==> config.mk <==
export PLATFORM = sky130hd
export DESIGN_NAME = seq_det_player
export DESIGN_NICKNAME = d
export VERILOG_FILES = /design/src/rtl/seq_det_player.sv
export SDC_FILE = /design/constraint.sdc
export NUM_CORES = 1
export LEC_CHECK = 0
export ABC_AREA = 1
export CAP_MARGIN = 20
export CORE_ASPECT_RATIO = 1.2
export CORE_MARGIN = 2
export CORE_UTILIZATION = 30
export DETAILED_ROUTE_END_ITERATION = 12
export PLACE_DENSITY = 0.52
export REMOVE_ABC_BUFFERS = 1
export SYNTH_ARGS = -nofsm -noshare
export SYNTH_HDL_FRONTEND = slang
export SYNTH_SLANG_ARGS = --single-unit
==> constraint.sdc <==
create_clock -name clk_i -period 1.7 [get_ports clk_i]
set_input_delay 0.34 -clock clk_i [delete_from_list [all_inputs] [get_ports clk_i]]
set_output_delay 0.34 -clock clk_i [all_outputs]
set_load 0.02 [all_outputs]
==> src/rtl/seq_det_player.sv <==
// Test-sequence controller that replays a latched bit pattern into the sequence detector and counts z hits.
// Optional build macro: SEQ_DET_PLAYER_STEP_SYNC_EN (synchronised, edge-detected step input).
//
// state    | meaning
// ---------+-------------------------------------------------------------
// S_IDLE   | after reset; detector held in reset, waiting for start
// S_CLEAR  | one cycle of detector reset before playing
// S_PLAY   | issuing one enabled bit per advance event
// S_SETTLE | last bit issued; waiting for its z sample
// S_DONE   | run finished; done held until next start
module seq_det_player #(
    parameter int PAT_W = 16,
    parameter int LEN_W = 5,
    parameter int CNT_W = 5
) (
    input  logic             clk_i,
    input  logic             reset_i,
    input  logic             start_i,
    input  logic             step_mode_i,
    input  logic             step_i,
    input  logic [PAT_W-1:0] pattern_i,
    input  logic [LEN_W-1:0] len_i,
    input  logic             fsm_z_i,
    output logic             fsm_w_o,
    output logic             fsm_en_o,
    output logic             fsm_rst_o,
    output logic             busy_o,
    output logic             done_o,
    output logic [CNT_W-1:0] hit_count_o,
    output logic [LEN_W-1:0] bit_idx_o
);

    typedef enum logic [2:0] {
        S_IDLE,
        S_CLEAR,
        S_PLAY,
        S_SETTLE,
        S_DONE
    } state_t;

    localparam logic [LEN_W-1:0] PAT_LEN = LEN_W'(PAT_W);
    localparam logic [CNT_W-1:0] CNT_MAX = '1;

    state_t           state_q, state_d;
    logic [PAT_W-1:0] pattern_q, pattern_d;
    logic [LEN_W-1:0] len_q, len_d;
    logic             step_mode_q, step_mode_d;
    logic [LEN_W-1:0] bit_idx_q, bit_idx_d;
    logic [CNT_W-1:0] hit_count_q, hit_count_d;
    logic             fsm_w_q, fsm_w_d;
    logic             fsm_en_q, fsm_en_d;
    logic             fsm_rst_q, fsm_rst_d;
    logic             smp_q;
    logic [PAT_W-1:0] pat_shift;
    logic             step_evt;

`ifdef SEQ_DET_PLAYER_STEP_SYNC_EN
    logic step_s1_q, step_s2_q, step_s3_q, step_pulse_q;

    always_ff @(posedge clk_i) begin
        if (reset_i) begin
            step_s1_q    <= 1'b0;
            step_s2_q    <= 1'b0;
            step_s3_q    <= 1'b0;
            step_pulse_q <= 1'b0;
        end else begin
            step_s1_q    <= step_i;
            step_s2_q    <= step_s1_q;
            step_s3_q    <= step_s2_q;
            step_pulse_q <= step_s2_q & ~step_s3_q;
        end
    end

    assign step_evt = step_pulse_q;
`else
    assign step_evt = step_i;
`endif

    assign pat_shift = pattern_q >> bit_idx_q;

    always_comb begin
        state_d     = state_q;
        pattern_d   = pattern_q;
        len_d       = len_q;
        step_mode_d = step_mode_q;
        bit_idx_d   = bit_idx_q;
        hit_count_d = hit_count_q;
        fsm_w_d     = fsm_w_q;
        fsm_en_d    = 1'b0;
        fsm_rst_d   = fsm_rst_q;

        // z is Moore: it reflects the enabled edge one cycle after fsm_en was high
        if (smp_q && fsm_z_i && (hit_count_q != CNT_MAX)) begin
            hit_count_d = hit_count_q + 1'b1;
        end

        case (state_q)
            S_IDLE, S_DONE: begin
                if (start_i) begin
                    pattern_d   = pattern_i;
                    len_d       = (len_i > PAT_LEN) ? PAT_LEN : len_i;
                    step_mode_d = step_mode_i;
                    hit_count_d = '0;
                    bit_idx_d   = '0;
                    state_d     = S_CLEAR;
                end
            end
            S_CLEAR: begin
                state_d = (len_q == '0) ? S_DONE : S_PLAY;
            end
            S_PLAY: begin
                if (!step_mode_q || step_evt) begin
                    fsm_en_d  = 1'b1;
                    fsm_w_d   = pat_shift[0];
                    bit_idx_d = bit_idx_q + 1'b1;
                    if (bit_idx_q == len_q - 1'b1) begin
                        state_d = S_SETTLE;
                    end
                end
            end
            S_SETTLE: begin
                if (smp_q && !fsm_en_q) begin
                    state_d = S_DONE;
                end
            end
            default: begin
                state_d = S_IDLE;
            end
        endcase

        if (state_d == S_CLEAR) begin
            fsm_rst_d = 1'b1;
        end else if (state_d == S_PLAY) begin
            fsm_rst_d = 1'b0;
        end
    end

    always_ff @(posedge clk_i) begin
        if (reset_i) begin
            state_q     <= S_IDLE;
            pattern_q   <= '0;
            len_q       <= '0;
            step_mode_q <= 1'b0;
            bit_idx_q   <= '0;
            hit_count_q <= '0;
            fsm_w_q     <= 1'b0;
            fsm_en_q    <= 1'b0;
            fsm_rst_q   <= 1'b1;
            smp_q       <= 1'b0;
        end else begin
            state_q     <= state_d;
            pattern_q   <= pattern_d;
            len_q       <= len_d;
            step_mode_q <= step_mode_d;
            bit_idx_q   <= bit_idx_d;
            hit_count_q <= hit_count_d;
            fsm_w_q     <= fsm_w_d;
            fsm_en_q    <= fsm_en_d;
            fsm_rst_q   <= fsm_rst_d;
            smp_q       <= fsm_en_q;
        end
    end

    assign fsm_w_o     = fsm_w_q;
    assign fsm_en_o    = fsm_en_q;
    assign fsm_rst_o   = fsm_rst_q;
    assign busy_o      = (state_q == S_CLEAR) || (state_q == S_PLAY) || (state_q == S_SETTLE);
    assign done_o      = (state_q == S_DONE);
    assign hit_count_o = hit_count_q;
    assign bit_idx_o   = bit_idx_q;

endmodule
==> flow_summary.toml <==
[grt]
grt_max_degree = 18
track_usage_pct = 14.4
antenna_found_initial = 0
grt_pass1_vias = 1857
grt_pass1_wl_um = 8400
grt_overflow_total = 0

[placement]
place_inst = 403
port_buffers = 41
pre_cts_ws_ns = -0.0208
place_hpwl_um = 3720
routabilityCongestion = 0.778

[critical_path]
path_class = "register to primary output"
cp-start-kind = "register"
crit_arrival_ns = 1.30
max_stage_delay_ns = 0.63
critPathRequiredTime_ns = 1.36
reg2reg_depth = 9
crit_family = "buffers and inverters"
path_buf_inv = 1
worstPathCellList = "clkdlybuf4s50_1"
cp_max_fo = 3
critical_path.endpoint_type = "primary output"
crit_slowest_cell = "clkdlybuf4s50_1"
cp.depth = 1

[route]
post-route-drc-count = 0
wl_um = 4770
antenna_left = 0
avgViaCountPerCell = 4.41
vias = 1815
drt_first_iter_violations = 51
wl_per_cell_um = 11.6
drtPass1Iterations = 4

[sta]
layout_setup_ws_ns = 0.0564
final_hold_viol_count = 0
worstMarginPinSlew_ns = 0.242
skew_ns = 0.00655
setup_viol = 0
slew_headroom_pct = 83.8
holdWs_ns = 0.453
fin_crit_sh_pct = 96.7
drv_slew = 0
max_freq_ghz = 0.608
layout_min_cycle_time_ns = 1.64
rsz0062_at_grt = "false"

[clocking]
htree_levels = 2
cts_tree = "built"
clock_path_buffers = 2
path_clk_slew_ns = 0.07
clk_latency_ns = 0.29
root_buffer = "clkbuf_8"
cts_buffers = 5
cts_sinks = 39

[power]
peakVddDrop_v = 0.000406
p_leak_uw = 0.00118
powerDensity_nw_per_um2 = 773
totalPowerFinal_uw = 2000

[synthesis]
async_flop_share_pct = 0
synthCells = 272
ys_warn_count = 0
synthMuxAreaShare_pct = 0
synthXorXnorAreaFrac_pct = 0.907
synth_edf_count = 0
synth_compound_area_share_pct = 10.8
synthAdderAreaFrac_pct = 2.59
synth_area_per_cell_um2 = 7.10
ys_ff_latch = 39
synth_ff_type = "dfxtp_1"
synth.distinct_cells = 30
synth_top_family_by_area = "simple AND/OR/NAND/NOR gates"
seq_area_frac_synth_pct = 40.4
yosys.area_share.simple_pct = 32.6
netlist_area_um2 = 1930

[final_layout]
final_cells = 412
nFillCells = 703
drive_above_1_share_pct = 12.8
antenna_cells = 0
final_cell_mix = "50 x nand2_1, 43 x nand3_1, 39 x dfxtp_1"
layout_commonest_cell = "nand2_1"
final_nets = 357
area_growth_pct = 34.1

[floorplanning]
die_h_um = 91.9
row_count = 32
die_area_um2 = 7100
start_util_pct = 30.5
ios = 42
fp.coreArea_um2 = 6330
die_w_um = 77.3

[flow_run]
drv_cap = 0

[hold_path]
whs_path_depth = 2
hp-class = "register to register"

[run_status]
outcome = "finished clean"
stage by stage:
stage,setup TNS [ns],cell area (um2),util (%)
finish,0,2590,40.9
detailed placement,-0.0208,2490,39.4
floorplan,-0.0377,1860,-
global placement,0,2490,39.4
CTS,0,2580,40.8
global route,0,2590,40.9
cell usage after synthesis, types with 2 or more instances:
| cell type | count | share of area (%) |
|---|---|---|
| buf_4 | 2 | 0.78 |
| xor2_1 | 2 | 0.91 |
| a21oi_1 | 8 | 2.1 |
| nor2_4 | 2 | 1.2 |
| inv_2 | 9 | 1.7 |
| inv_1 | 37 | 7.2 |
| nand2_1 | 50 | 9.7 |
| buf_6 | 4 | 2.3 |
| o21ai_0 | 5 | 1.3 |
| ha_1 | 4 | 2.6 |
| nor3_1 | 4 | 1.0 |
| dfxtp_1 | 39 | 40 |
| o21ai_1 | 22 | 5.7 |
| nand3_1 | 43 | 11 |
| nor2_1 | 26 | 5.1 |
layer usage:
metal | vias to the layer above | track usage [%] | wire length [um]
met1 | 801 | 17.3 | 2140
met2 | 36 | 25.5 | 2340
li1 | 973 | - | -
met3 | 5 | 3.84 | 244
met4 | 0 | 3.13 | 46
met5 | - | 0 | 0
logic make-up (layout without fill, tap and decap cells):
kind of cell / after synthesis / in the layout
DFF: 39 / 39
and+or+nand+nor: 133 / 133
buffers and inverters: 55 / 110
AOI/OAI and AO/OA: 39 / 39
xor gates and xnor gates: 2 / 2
adders and majority gates: 4 / 4
sequential cells by signal, indices dropped and copies added (netlist names):
name,flops
fsm_w_o,1
pattern_q,16
state_q,3
fsm_rst_o,1
hit_count_o,5
len_q,5
fsm_en_o,1
step_mode_q,1
smp_q,1
bit_idx_o,5
where the power goes:
part	leakage (uW)	internal (uW)	switching (uW)	total, uW
clock network	0.0000477	281	327	608
registers	0.000318	964	22.2	986
logic	0.000813	182	224	407
timing repair:
| action | CTS | global route |
|---|---|---|
| hold buffers | 0 | 0 |
| pin swaps | 0 | 1 |
| resized for setup | 5 | 5 |
| setup buffers | 0 | 1 |
| endpoints found under the setup margin | 5 | 6 |
final timing paths:
path,from,slack (ns),to
worst min register to register,fsm_rst_o$_SDFFE_PP1N_,0.45,fsm_rst_o$_SDFFE_PP1N_
worst max-delay path,hit_count_o[3]$_SDFF_PP0_,0.06,hit_count_o[3]
worst max register to register,hit_count_o[0]$_SDFF_PP0_,0.13,hit_count_o[3]$_SDFF_PP0_
worst min-delay path,fsm_rst_o$_SDFFE_PP1N_,0.45,fsm_rst_o$_SDFFE_PP1N_
final cells by class:
| class | instances | area (um2) | area share, % |
|---|---|---|---|
| clock buffers | 5 | 68.8 | 2.66 |
| well taps | 85 | 106 | 4.11 |
| multi-input cells | 178 | 912 | 35.2 |
| flip-flops and latches | 39 | 781 | 30.1 |
| repair buffers | 56 | 534 | 20.6 |
| inverters | 46 | 173 | 6.67 |
| clock inverters | 3 | 15.0 | 0.580 |
Power figures use the tool's default switching activity.
